--- src/rtl/amiga_kbd_pkg.sv ---
// rtl/amiga_kbd_pkg.sv - shared codes, tags and state encoding for the Amiga keyboard transmitter
package amiga_kbd_pkg;

    localparam logic [7:0] KC_INIT_PWR  = 8'hFD;
    localparam logic [7:0] KC_INIT_END  = 8'hFE;
    localparam logic [7:0] KC_LOST_SYNC = 8'hF9;

    localparam logic [1:0] KMT_KEYBOARD = 2'b10;

    typedef enum logic [2:0] {
        ST_INIT,
        ST_IDLE,
        ST_SEND,
        ST_WAIT_HS,
        ST_WAIT_REL,
        ST_RESYNC
    } kbd_state_t;

    // Up/down flag travels last on the wire, so rotate it to the LSB.
    function automatic logic [7:0] kbd_encode(input logic [7:0] d);
        return {d[6:0], d[7]};
    endfunction

endpackage

--- src/rtl/kbd_fifo.sv ---
// rtl/kbd_fifo.sv - synchronous keycode FIFO with count, full/empty and same-cycle push/pop
module kbd_fifo #(
    parameter int DEPTH = 8,
    parameter int WIDTH = 8
) (
    input  logic                   clk_sys,
    input  logic                   reset,
    input  logic                   push,
    input  logic [WIDTH-1:0]       din,
    input  logic                   pop,
    output logic [WIDTH-1:0]       dout,
    output logic [$clog2(DEPTH):0] count,
    output logic                   full,
    output logic                   empty
);

    localparam int AW = $clog2(DEPTH);

    logic [WIDTH-1:0] mem [DEPTH];
    logic [AW-1:0]    wr_ptr;
    logic [AW-1:0]    rd_ptr;
    logic             do_push;
    logic             do_pop;

    assign empty   = (count == '0);
    assign full    = (count == (AW+1)'(DEPTH));
    assign do_pop  = pop && !empty;
    // A pop in the same cycle frees the slot, so a full FIFO still takes the push.
    assign do_push = push && (!full || do_pop);
    assign dout    = mem[rd_ptr];

    always_ff @(posedge clk_sys) begin
        if (do_push) begin
            mem[wr_ptr] <= din;
        end
    end

    always_ff @(posedge clk_sys) begin
        if (reset) begin
            wr_ptr <= '0;
            rd_ptr <= '0;
            count  <= '0;
        end else begin
            if (do_push) begin
                wr_ptr <= wr_ptr + AW'(1);
            end
            if (do_pop) begin
                rd_ptr <= rd_ptr + AW'(1);
            end
            case ({do_push, do_pop})
                2'b10:   count <= count + (AW+1)'(1);
                2'b01:   count <= count - (AW+1)'(1);
                default: count <= count;
            endcase
        end
    end

endmodule

--- src/rtl/amiga_kbd_tx.sv ---
// rtl/amiga_kbd_tx.sv - keycode stream to Amiga KCLK/KDAT serial protocol with CIA handshake and resync
module amiga_kbd_tx
    import amiga_kbd_pkg::*;
#(
    parameter int PHASE      = 560,
    parameter int HS_MIN     = 28,
    parameter int HS_TIMEOUT = 4004000,
    parameter int FIFO_DEPTH = 8
) (
    input  logic       clk_sys,
    input  logic       reset,
    input  logic       KBD_MOUSE_STROBE,
    input  logic [1:0] KBD_MOUSE_TYPE,
    input  logic [7:0] KBD_MOUSE_DATA,
    input  logic       kdat_in,
    output logic       kclk_out,
    output logic       kdat_out,
    output logic       busy,
    output logic       overflow
);

    localparam int PW = (PHASE > 1) ? $clog2(PHASE) : 1;
    localparam int TW = $clog2(HS_TIMEOUT + 1);
    localparam int HW = $clog2(HS_MIN + 1);

    kbd_state_t                     state;
    logic [PW-1:0]                  phase_cnt;
    logic [1:0]                     sub;
    logic [2:0]                     bits_left;
    logic [7:0]                     shreg;
    logic [7:0]                     cur_byte;
    logic [TW-1:0]                  to_cnt;
    logic [HW-1:0]                  hs_cnt;
    logic                           kin_s1;
    logic                           kin_s2;
    logic [1:0]                     init_pend;
    logic                           lost_pend;
    logic                           resend_pend;
    logic                           rs_wait;

    logic                           kbd_req;
    logic                           fifo_pop;
    logic [7:0]                     fifo_dout;
    logic [$clog2(FIFO_DEPTH):0]    fifo_count;
    logic                           fifo_full;
    logic                           fifo_empty;

    logic                           phase_end;
    logic                           pulsing;
    logic                           hs_window;
    logic                           hs_hit;
    logic                           timeout;
    logic                           start_tx;
    logic [7:0]                     start_byte;

    assign kbd_req   = KBD_MOUSE_STROBE && (KBD_MOUSE_TYPE == KMT_KEYBOARD);
    assign fifo_pop  = (state == ST_IDLE) && !fifo_empty;
    assign phase_end = (phase_cnt == PW'(PHASE - 1));
    assign pulsing   = (state == ST_SEND) || (state == ST_RESYNC && !rs_wait);
    assign hs_window = (state == ST_WAIT_HS) || (state == ST_RESYNC && rs_wait);
    assign hs_hit    = hs_window && !kin_s2 && (hs_cnt == HW'(HS_MIN - 1));
    assign timeout   = (to_cnt == TW'(HS_TIMEOUT - 1));
    assign start_tx  = (state == ST_INIT) || fifo_pop ||
                       (state == ST_WAIT_REL && kin_s2 && (lost_pend || resend_pend));

    kbd_fifo #(
        .DEPTH (FIFO_DEPTH),
        .WIDTH (8)
    ) u_fifo (
        .clk_sys (clk_sys),
        .reset   (reset),
        .push    (kbd_req),
        .din     (KBD_MOUSE_DATA),
        .pop     (fifo_pop),
        .dout    (fifo_dout),
        .count   (fifo_count),
        .full    (fifo_full),
        .empty   (fifo_empty)
    );

    always_comb begin
        start_byte = fifo_dout;
        case (state)
            ST_INIT:     start_byte = (init_pend == 2'd2) ? KC_INIT_PWR : KC_INIT_END;
            ST_WAIT_REL: start_byte = lost_pend ? KC_LOST_SYNC : cur_byte;
            default:     start_byte = fifo_dout;
        endcase
    end

    always_ff @(posedge clk_sys) begin
        if (reset) begin
            kin_s1 <= 1'b1;
            kin_s2 <= 1'b1;
        end else begin
            kin_s1 <= kdat_in;
            kin_s2 <= kin_s1;
        end
    end

    always_ff @(posedge clk_sys) begin
        if (reset) begin
            state       <= ST_INIT;
            init_pend   <= 2'd2;
            lost_pend   <= 1'b0;
            resend_pend <= 1'b0;
            rs_wait     <= 1'b0;
            phase_cnt   <= '0;
            sub         <= 2'd0;
            bits_left   <= 3'd0;
            shreg       <= 8'h00;
            cur_byte    <= 8'h00;
            to_cnt      <= '0;
            hs_cnt      <= '0;
            kclk_out    <= 1'b1;
            kdat_out    <= 1'b1;
            busy        <= 1'b0;
            overflow    <= 1'b0;
        end else begin
            busy <= (state != ST_IDLE) || (fifo_count != '0);
            if (kbd_req && fifo_full && !fifo_pop) begin
                overflow <= 1'b1;
            end

            if (!hs_window || kin_s2) begin
                hs_cnt <= '0;
            end else if (hs_cnt != HW'(HS_MIN - 1)) begin
                hs_cnt <= hs_cnt + HW'(1);
            end

            // The first data bit goes out on the same edge the byte is chosen.
            if (start_tx) begin
                shreg     <= kbd_encode(start_byte);
                kdat_out  <= ~start_byte[6];
                phase_cnt <= '0;
                sub       <= 2'd0;
                bits_left <= 3'd7;
                state     <= ST_SEND;
            end

            // Shared bit clock: data phase, KCLK low phase, KCLK high phase.
            if (pulsing) begin
                if (phase_end) begin
                    phase_cnt <= '0;
                    case (sub)
                        2'd0: begin
                            kclk_out <= 1'b0;
                            sub      <= 2'd1;
                        end
                        2'd1: begin
                            kclk_out <= 1'b1;
                            sub      <= 2'd2;
                        end
                        default: begin
                            sub <= 2'd0;
                            if (bits_left == 3'd0) begin
                                kdat_out <= 1'b1;
                                to_cnt   <= '0;
                                if (state == ST_SEND) begin
                                    state <= ST_WAIT_HS;
                                end else begin
                                    rs_wait <= 1'b1;
                                end
                            end else begin
                                kdat_out  <= ~shreg[6];
                                shreg     <= {shreg[6:0], 1'b0};
                                bits_left <= bits_left - 3'd1;
                            end
                        end
                    endcase
                end else begin
                    phase_cnt <= phase_cnt + PW'(1);
                end
            end

            case (state)
                ST_INIT: begin
                    init_pend <= init_pend - 2'd1;
                    cur_byte  <= start_byte;
                end
                ST_IDLE: begin
                    if (fifo_pop) begin
                        cur_byte <= fifo_dout;
                    end
                end
                ST_WAIT_HS: begin
                    if (hs_hit) begin
                        state <= ST_WAIT_REL;
                    end else if (timeout) begin
                        state     <= ST_RESYNC;
                        rs_wait   <= 1'b0;
                        kdat_out  <= 1'b0;
                        phase_cnt <= '0;
                        sub       <= 2'd0;
                        bits_left <= 3'd0;
                    end else begin
                        to_cnt <= to_cnt + TW'(1);
                    end
                end
                ST_WAIT_REL: begin
                    if (kin_s2) begin
                        if (lost_pend) begin
                            lost_pend   <= 1'b0;
                            resend_pend <= 1'b1;
                        end else if (resend_pend) begin
                            resend_pend <= 1'b0;
                        end else if (init_pend != 2'd0) begin
                            state <= ST_INIT;
                        end else begin
                            state <= ST_IDLE;
                        end
                    end
                end
                ST_RESYNC: begin
                    if (rs_wait) begin
                        if (hs_hit) begin
                            state     <= ST_WAIT_REL;
                            lost_pend <= 1'b1;
                        end else if (timeout) begin
                            rs_wait   <= 1'b0;
                            kdat_out  <= 1'b0;
                            phase_cnt <= '0;
                            sub       <= 2'd0;
                            bits_left <= 3'd0;
                        end else begin
                            to_cnt <= to_cnt + TW'(1);
                        end
                    end
                end
                default: begin
                end
            endcase
        end
    end

endmodule
--- config.mk ---
export PLATFORM = sky130hd
export DESIGN_NAME = amiga_kbd_tx
export DESIGN_NICKNAME = d
export VERILOG_FILES = /design/src/rtl/amiga_kbd_pkg.sv /design/src/rtl/kbd_fifo.sv /design/src/rtl/amiga_kbd_tx.sv
export SDC_FILE = /design/constraint.sdc
export NUM_CORES = 1
export LEC_CHECK = 0
export CORE_ASPECT_RATIO = 1.5
export CORE_UTILIZATION = 30
export DETAILED_ROUTE_END_ITERATION = 7
export GPL_TIMING_DRIVEN = 0
export PLACE_DENSITY = 0.47
export SLEW_MARGIN = 15
export SYNTH_ARGS = -nofsm -noshare
export SYNTH_HDL_FRONTEND = slang
export SYNTH_SLANG_ARGS = --single-unit
--- constraint.sdc ---
create_clock -name clk_sys -period 6 [get_ports clk_sys]
set_input_delay 1.2 -clock clk_sys [delete_from_list [all_inputs] [get_ports clk_sys]]
set_output_delay 1.2 -clock clk_sys [all_outputs]
set_load 0.005 [all_outputs]
## After elaboration in Yosys (flattened, before gate mapping)

Memories as Yosys holds them, arrays and structs flattened. A register that Yosys moved wholly into a read port is not among the register bits.
Cells that the tools add are included.

| cells by class | value |
|---|---|
| mux-type cells | 86 |
| bitwise logic cells | 2 |
| $add $sub $neg | 9 |
| reduce and logical (&&, ||, !) cells | 42 |
| equality and inequality tests | 20 |

Operator list:

| operator | number |
|---|---|
| 2-to-1 mux 22 bit | 7 |
| 2-to-1 mux 3 bit | 23 |
| 2-to-1 mux 10 bit | 6 |
| 2-to-1 mux 8 bit | 7 |
| case mux 22 bit (2 select lines) | 1 |
| case mux 8 bit (2 select lines) | 2 |
| 2-to-1 mux 1 bit | 23 |
| adder 22 x 1 -> 22 bit, second input constant | 1 |
| equality test 22 bit, second input constant | 1 |
| case mux 10 bit (2 select lines) | 1 |
| 2-to-1 mux 2 bit | 7 |
| logical AND 1 bit | 12 |
| adder 10 x 1 -> 10 bit, second input constant | 1 |
| equality test 10 bit, second input constant | 1 |
| nonzero test 2 bit | 5 |
| case mux 3 bit (3 select lines) | 1 |
| logical OR 1 bit | 8 |
| != test 2 bit, second input constant | 4 |
| case mux 1 bit (2 select lines) | 4 |
| case mux 2 bit (2 select lines) | 2 |
| case mux 4 bit (2 select lines) | 1 |
| adder 3 x 1 -> 3 bit, second input constant | 2 |
| equality test 2 bit, second input constant | 3 |
| equality test 3 x 2 -> 1 bit, second input constant | 2 |
| other kinds (23) | 34 |

| storage, ports and cells | value |
|---|---|
| logic and storage cells | 181 |
| flip-flop bits (word level) | 82 |
| output and inout bits | 4 |
| memories kept | 1 |
| RAM bits | 64 |
| input port bits | 14 |

Memory list:

| name | depth | bits a word | rd ports | clocked after memory_dff | wr ports | RTL line | RTL |
|---|---|---|---|---|---|---|---|
| u_fifo.mem | 8 | 8 | 1 | 1 | 1 | kbd_fifo.sv:19 | `logic [WIDTH-1:0] mem [DEPTH];` |

## Longest topological paths before layout

Gate-level depths: netlist (run 1).

| depth | value |
|---|---|
| depth in word-level cells | 15 |
| gate-level depth with buffers | 9 |

## By module

From an unflattened synthesis (run 1), not the netlist that was laid out.

| second synthesis, totals | value |
|---|---|
| cell total of the unflattened synthesis | 665 |
| area total of the unflattened synthesis | 7104.3 µm² |

By module, submodules not included:

| module | sequential area each (µm²) | cells an instance | times used | area an instance (µm²) |
|---|---|---|---|---|
| amiga_kbd_tx | 1421.4 | 486 | 1 | 3888.7 |
| kbd_fifo | 2182.1 | 179 | 1 | 3215.6 |

## Worst setup path after synthesis (run 1)

OpenSTA, ideal clock, no wires.

| timing | value |
|---|---|
| kind | input-to-reg |
| from | in KBD_MOUSE_TYPE[0] |
| to | mem u_fifo.mem[0][0], enable pin |
| data arrival time | 2.687 ns |
| slack | 2.915 ns |
| stages | 3 |
| required time | 5.602 ns |
| path through | nand3b_1 a31oi_2 nor4b_1 |

| between the ends | value |
|---|---|
| word-level cells in the longest chain between the ends | 5 |

RTL lines:

| element | RTL line | RTL |
|---|---|---|
| start: declaration | amiga_kbd_tx.sv:13 | `input logic [1:0] KBD_MOUSE_TYPE,` |
| equality test 2 bit | amiga_kbd_tx.sv:56 | `assign kbd_req = KBD_MOUSE_STROBE && (KBD_MOUSE_TYPE == KMT_KEYBOARD);` |
| logical AND 1 bit | amiga_kbd_tx.sv:56 |  |
| logical AND 1 bit | kbd_fifo.sv:29 | `assign do_push = push && (!full \|\| do_pop);` |
| 2-to-1 mux 1 bit | kbd_fifo.sv:33 | `if (do_push) begin` |
| 2-to-1 mux 1 bit (implied by the code) | kbd_fifo.sv:34 | `mem[wr_ptr] <= din;` |
| end: declaration | kbd_fifo.sv:19 |  |

No other way between the ends.

## Worst setup path in the final report (run 1)

| timing | value |
|---|---|
| from | in KBD_MOUSE_TYPE[0] |
| to | mem u_fifo.mem[7][5], enable pin |

Same word-level chain as after synthesis.

==> results.json, run 1 <==
{
  "post_layout_nonfiller_instances": 942,
  "timing.critical_path.fanout_max": 9,
  "die_area_um2": 23100,
  "status": "finished clean",
  "grt_usage_pct": 14.9,
  "synthToLayoutAreaGrowth_pct": 17.8,
  "post_drt_via_cell_ratio": 5.30,
  "critical_path.cell_chain": "clkdlybuf4s50_1, nand3b_1, a31oi_2, nand2_1, nor2_1",
  "synthCells": 616,
  "synth_enable_flop_cells": 64,
  "synth_flop_cell": "dfxtp_1",
  "startpoint_types": "input port",
  "drc_errors": 0,
  "slew_viol_final": 0,
  "crit_path_top_delay_cell": "nor2_1",
  "final.period_utilization_pct": 54.7,
  "htree_levels": 4,
  "pin_slew_with_the_least_headroom_to_its_limit_ns": 1.05,
  "setup_slack_ns": 2.72,
  "critical_path.n_buffers_inverters": 1,
  "chipHeight_um": 186,
  "global_route_congestion_overflow_total": 0,
  "routed-via-count": 4989,
  "path_clk_slew_ns": 0.07,
  "seq_area_frac_synth_pct": 53.3,
  "core.rowCount": 66,
  "tritoncts": "built",
  "antenna_found_initial": 0,
  "clock_sink_count": 148,
  "synth_largest_area_cell": "edfxtp_1",
  "fin_tns_setup_ns": 0,
  "hold_buffers": 0,
  "critPathTopFamily": "simple AND/OR/NAND/NOR gates",
  "clockBufferDepth": 2,
  "drt.antenna.violating_nets": 0,
  "clk-insertion-delay-late_ns": 0.43,
  "post_synth_instance_area_um2": 6760,
  "final_stage_net_count": 683,
  "synth_largest_type_area_fraction_pct": 28.4,
  "num-fill-cells": 2144,
  "yosysUniqueCellTypes": 78,
  "post-place-ws_ns": 2.24,
  "timing_hold_violations_final": 0,
  "placed_cells_incl_taps": 910,
  "drive_above_1_share_pct": 16.1,
  "rsz0062_at_grt": "false",
  "max_freq_ghz": 0.304,
  "cts_root_buf": "clkbuf_16",
  "core_region_area_um2": 21900,
  "ctsResizeCount": 0,
  "leakagePower_nw": 2.67,
  "die_width_um": 125,
  "synth_fp_nets": 642,
  "max-vdd-ir-drop_mv": 0.205,
  "antenna_cells_inserted": 0,
  "critical-path-max-stage-delay_ns": 0.82,
  "max_slew_margin_pct": 28.9,
  "ys.warnings.count": 0,
  "drt_first_pass_iters": 5,
  "postCtsSetupBuffers": 0,
  "cts_inserted_buffers": 17,
  "powerDensity_nw_per_um2": 286,
  "worst-endpoint-required_ns": 6.05,
  "avgRoutedWirePerCell_um": 17.2,
  "post_synth_main_area_contributors": "edfxtp_1 28%, dfxtp_1 25%, mux4_2 5.3%",
  "pin_count": 18,
  "min_period_ns": 3.28,
  "drt_first_iter_violations": 236,
  "critPathArrivalTime_ns": 3.34,
  "grt_max_degree": 20,
  "dpl.hpwl_um": 11700,
  "first_pass_grt_wire_length_um": 26900,
  "postRouteWirelength_um": 16200,
  "final-setup-viol-count": 0,
  "timing.setup.critical_path_class": "in -> reg",
  "skew_ns": 0.0115,
  "cap_viol_max_count": 0,
  "synth.avg_cell_area_um2": 11.0,
  "crit_path_end_kind": "register",
  "place.gp.congestion": 0.796,
  "port-buffer-count": 16,
  "ys_async_sr_fraction_pct": 0,
  "initial_utilization_pct": 30.9,
  "first_global_vias": 5115,
  "ys_seq_elements": 148,
  "hold_path.class": "reg -> reg"
}
-- placed cells by master, fill, tap and decap left out, types with 12 or more instances in the layout --
cell type,netlist,final
clkdlybuf4s50_1,0,16
a21oi_1,38,38
nor3_1,21,19
mux4_2,16,16
clkbuf_16,0,17
clkbuf_1,14,14
nor2_1,68,68
xor2_1,12,12
nand2_1,46,46
nand3_1,19,19
dfxtp_1,84,84
o21ai_0,23,23
edfxtp_1,64,64
inv_1,17,17
-- registers in the layout, summed over array words and instances (netlist names), 4 cells and up, named ones only --
signal        cells
u_fifo.mem       64
shreg             7
to_cnt           22
hs_cnt            5
u_fifo.count      4
phase_cnt        10
cur_byte          8
-- synth_stat cells (3+ instances only) --
library cell and n:
mux4_2 16, mux2i_1 8, xnor2_1 6, edfxtp_1 64
o22ai_1 6, o21ai_0 23, nor2b_1 5, nor2_1 68
buf_4 4, a211oi_1 9, inv_1 17, a41oi_1 3
o211ai_1 4, or2_2 4, nor3b_1 4, dfxtp_1 84
o221a_2 5, clkbuf_1 14, ha_1 11, xor2_1 12
a21oi_1 38, and3_1 9, mux2_2 4, nor4_1 3
nor4b_1 3, nand3b_1 5, nor3_1 21, a31oi_1 7
buf_2 7, nand4_1 11, nand2_1 46, nand2b_1 3
o221ai_1 3, a311oi_1 6, o31ai_1 3, nand3_1 19
or3_1 4, o21ai_1 7
-- metal layers --
layer | share of wire, % | track usage [%]
met1 | 41 | 16.1
met5 | 0 | 0
met2 | 54 | 28.4
met4 | 1.9 | 6.36
met3 | 2.3 | 2.76
-- worst reg2reg max path, delay by kind of cell (launching register included) --
family          cells  cell delay (ns)
compound gates      1             0.53
buf+inv             1             0.15
flops               1             0.30
simple gates        3             1.54
-- stage by stage --
step	cell area [um^2]	total power (W)	utilization (%)	hold slack [ns]
after CTS	7960	0.00230	36.4	0.420
final	7960	0.00227	36.4	0.416
after global placement	7260	0.00121	33.2	0.402
after floorplan	6760	0.00117	-	0.389
after global routing	7960	0.00236	36.4	0.433
after detailed placement	7340	0.00121	33.6	0.399
-- final cells by class --
cell class | count | area (um^2) | share of cell area (%)
plain buffers | 27 | 133 | 1.67
repair buffers | 22 | 203 | 2.55
inverters | 18 | 67.6 | 0.849
multi-input cells | 423 | 3000 | 37.7
clock buffers | 17 | 425 | 5.35
clock inverters | 15 | 189 | 2.37
flip-flops and latches | 148 | 3600 | 45.3
well taps | 272 | 340 | 4.28
-- cell families (layout without fill, tap and decap cells) --
| kind of cell | count (synthesis) | count (layout) | share of synthesized area [%] |
|---|---|---|---|
| DFF | 148 | 148 | 53.3 |
| xor gates and xnor gates | 18 | 18 | 2.33 |
| adders and majority gates | 12 | 12 | 2.33 |
| AOI/OAI and AO/OA | 138 | 138 | 14.1 |
| muxes | 28 | 28 | 7.19 |
| buffers and inverters | 45 | 99 | 2.96 |
| and+or+nand+nor | 227 | 227 | 17.8 |
-- where the power goes --
| part | total (W) | leakage [nW] | switching [W] | internal, W |
|---|---|---|---|---|
| clock | 0.00108 | 0.302 | 0.000510 | 0.000573 |
| combinational | 0.000110 | 1.11 | 0.0000669 | 0.0000435 |
| sequential | 0.00108 | 1.26 | 0.0000117 | 0.00107 |
-- final timing paths --
path / startpoint / end / slack, ns / cells after the start
setup / recovery: KBD_MOUSE_TYPE[0] / u_fifo.mem[7][5]$_DFFE_PP_ / 2.72 / 5
hold / removal: kin_s1$_SDFF_PP1_ / kin_s2$_SDFF_PP1_ / 0.42 / 1
setup reg to reg: state[2]$_SDFF_PP0_ / u_fifo.mem[7][5]$_DFFE_PP_ / 3.09 / 5
hold reg to reg: kin_s1$_SDFF_PP1_ / kin_s2$_SDFF_PP1_ / 0.42 / 1
Power figures use the tool's default switching activity.
==> run 2: changes to the inputs <==
--- a/config.mk
+++ b/config.mk
@@ -9,7 +9,7 @@
 export CORE_UTILIZATION = 30
 export DETAILED_ROUTE_END_ITERATION = 7
 export GPL_TIMING_DRIVEN = 0
-export PLACE_DENSITY = 0.47
+export PLACE_DENSITY = 0.48
 export SLEW_MARGIN = 15
 export SYNTH_ARGS = -nofsm -noshare
 export SYNTH_HDL_FRONTEND = slang
==> constraint.sdc (replaced) <==
create_clock -name clk_sys -period 2.7 [get_ports clk_sys]
set_input_delay 0.54 -clock clk_sys [delete_from_list [all_inputs] [get_ports clk_sys]]
set_output_delay 0.54 -clock clk_sys [all_outputs]
set_load 0.005 [all_outputs]
==> results.json, run 2 (synthesis results as in run 1) <==
{
  "drt.antenna.violating_nets": 0,
  "first_global_vias": 5023,
  "routed-via-count": 4926,
  "drt_first_iter_violations": 182,
  "layout.cells.most_common_list": "84 x dfxtp_1, 66 x nor2_1, 64 x edfxtp_1",
  "pin_count": 18,
  "fin_tns_setup_ns": 0,
  "max-vdd-ir-drop_mv": 0.427,
  "crit_path_top_delay_cell": "or3b_1",
  "antenna_found_initial": 0,
  "startpoint_types": "register",
  "tritoncts": "built",
  "drive_above_1_share_pct": 16.6,
  "global_route_congestion_overflow_total": 0,
  "multi_input_area_um2": 3040,
  "hold_buffers": 0,
  "synthToLayoutAreaGrowth_pct": 18.2,
  "hold_path.class": "reg -> reg",
  "timing.setup.critical_path_class": "reg -> reg",
  "core_region_area_um2": 21900,
  "chipHeight_um": 186,
  "final_stage_net_count": 683,
  "place.gp.congestion": 0.801,
  "avgRoutedWirePerCell_um": 16.9,
  "setup_slack_ns": 0.184,
  "critical-path-max-stage-delay_ns": 0.51,
  "core.rowCount": 66,
  "critPathTopFamily": "simple AND/OR/NAND/NOR gates",
  "clockBufferDepth": 2,
  "final.period_utilization_pct": 93.2,
  "leakagePower_nw": 2.67,
  "initial_utilization_pct": 30.9,
  "post_drt_via_cell_ratio": 5.23,
  "antenna_cells_inserted": 0,
  "worst-endpoint-required_ns": 3.06,
  "top_register": "u_fifo.mem",
  "path_clk_slew_ns": 0.07,
  "die_area_um2": 23100,
  "slew_viol_final": 0,
  "drc_errors": 0,
  "postRouteWirelength_um": 15900,
  "critical-path-top-cell-by-count": "a21oi_1",
  "cap_viol_max_count": 0,
  "crit_path_end_kind": "register",
  "critPathArrivalTime_ns": 2.88,
  "grt_usage_pct": 14.4,
  "leading_cell_type_in_the_layout_fill_and_taps_excluded": "dfxtp_1",
  "drt_first_pass_iters": 4,
  "pin_slew_with_the_least_headroom_to_its_limit_ns": 0.767,
  "max_slew_margin_pct": 47.5,
  "cts_inserted_buffers": 17,
  "critical_path.cell_chain": "buf_4, or3b_1, nor3_4, ha_1, a21o_1, a21oi_1, xor2_1, or3_1, a21oi_1",
  "r2r-start": "state[2]$_SDFF_PP0_",
  "timing.critical_path.fanout_max": 9,
  "max_freq_ghz": 0.397,
  "grt.met1_usage_pct": 15.4,
  "grt.met3_usage_pct": 2.85,
  "largest_register_ff_count": 64,
  "design_power_total_w": 0.00501,
  "clk-insertion-delay-late_ns": 0.43,
  "utilization_pct": 36.5,
  "sequential_cell_area_um2": 3600,
  "cts_root_buf": "clkbuf_16",
  "min_period_ns": 2.52,
  "grt.met2_usage_pct": 27.8,
  "port-buffer-count": 16,
  "critical_path.n_buffers_inverters": 1,
  "holdWs_ns": 0.413,
  "grt_busiest_layer": "met2",
  "final-setup-viol-count": 0,
  "skew_ns": 0.00813,
  "setup.worst_path.start": "state[2]$_SDFF_PP0_",
  "num-fill-cells": 2114,
  "first_pass_grt_wire_length_um": 26000,
  "post-place-ws_ns": -0.385,
  "grt_max_degree": 19,
  "timing_hold_violations_final": 0,
  "hold_start": "kin_s1$_SDFF_PP1_",
  "clock_sink_count": 148,
  "htree_levels": 4,
  "die_width_um": 125,
  "powerDensity_nw_per_um2": 628,
  "dpl.hpwl_um": 11500,
  "status": "finished clean",
  "largestRegisters": "u_fifo.mem x64, to_cnt x22, phase_cnt x10",
  "rsz0062_at_grt": "false"
}
-- run 2: final timing paths --
| kind | slack [ns] | endpoint | depth (start not counted) |
|---|---|---|---|
| setup / recovery | 0.18 | u_fifo.count[3]$_SDFFE_PP0P_ | 9 |
| hold / removal | 0.41 | kin_s2$_SDFF_PP1_ | 1 |
| setup reg to reg | 0.18 | u_fifo.count[3]$_SDFFE_PP0P_ | 9 |
| hold reg to reg | 0.41 | kin_s2$_SDFF_PP1_ | 1 |
-- run 2: timing repair --
action | in CTS | in global routing
setup buffers | 0 | 0
endpoints found under the setup margin | 8 | 33
pin swaps | 0 | 0
gates resized for setup | 1 | 6
-- run 2: worst reg2reg max path, stage by stage (launching register included) --
cell and delay (ns):
dfxtp_1 0.30, buf_4 0.15, or3b_1 0.51, nor3_4 0.32
ha_1 0.29, a21o_1 0.17, a21oi_1 0.17, xor2_1 0.09
or3_1 0.31, a21oi_1 0.13
-- run 2: stage by stage --
step,std cells,instance area [um^2]
2_1_floorplan,616,6760
3_3_place_gp,904,7260
3_5_place_dp,910,7350
4_1_cts,942,7950
5_1_grt,942,7990
6_report,942,7990
-- run 2: report_power, final --
part	switching, W	internal, W	leakage [nW]	total [W]
sequential	0.0000260	0.00238	1.26	0.00240
clock	0.00111	0.00126	0.293	0.00237
combinational	0.000148	0.0000976	1.12	0.000245
total	0.00129	0.00373	2.67	0.00501
-- run 2: cell type report --
class                           instances  share of cell area, %
Tap cell                              272                   4.26
Clock inverter                         15                   2.22
Clock buffer                           17                   5.33
Timing Repair Buffer                   22                   2.57
Sequential cell                       148                   45.1
Multi-Input combinational cell        423                   38.0
Buffer                                 27                   1.66
Inverter                               18                  0.846
-- run 2: layer usage --
layer / wire length [um] / vias up
li1: - / 2415
met1: 6670 / 2428
met2: 8630 / 64
met3: 329 / 19
met4: 253 / 0
met5: 0 / -
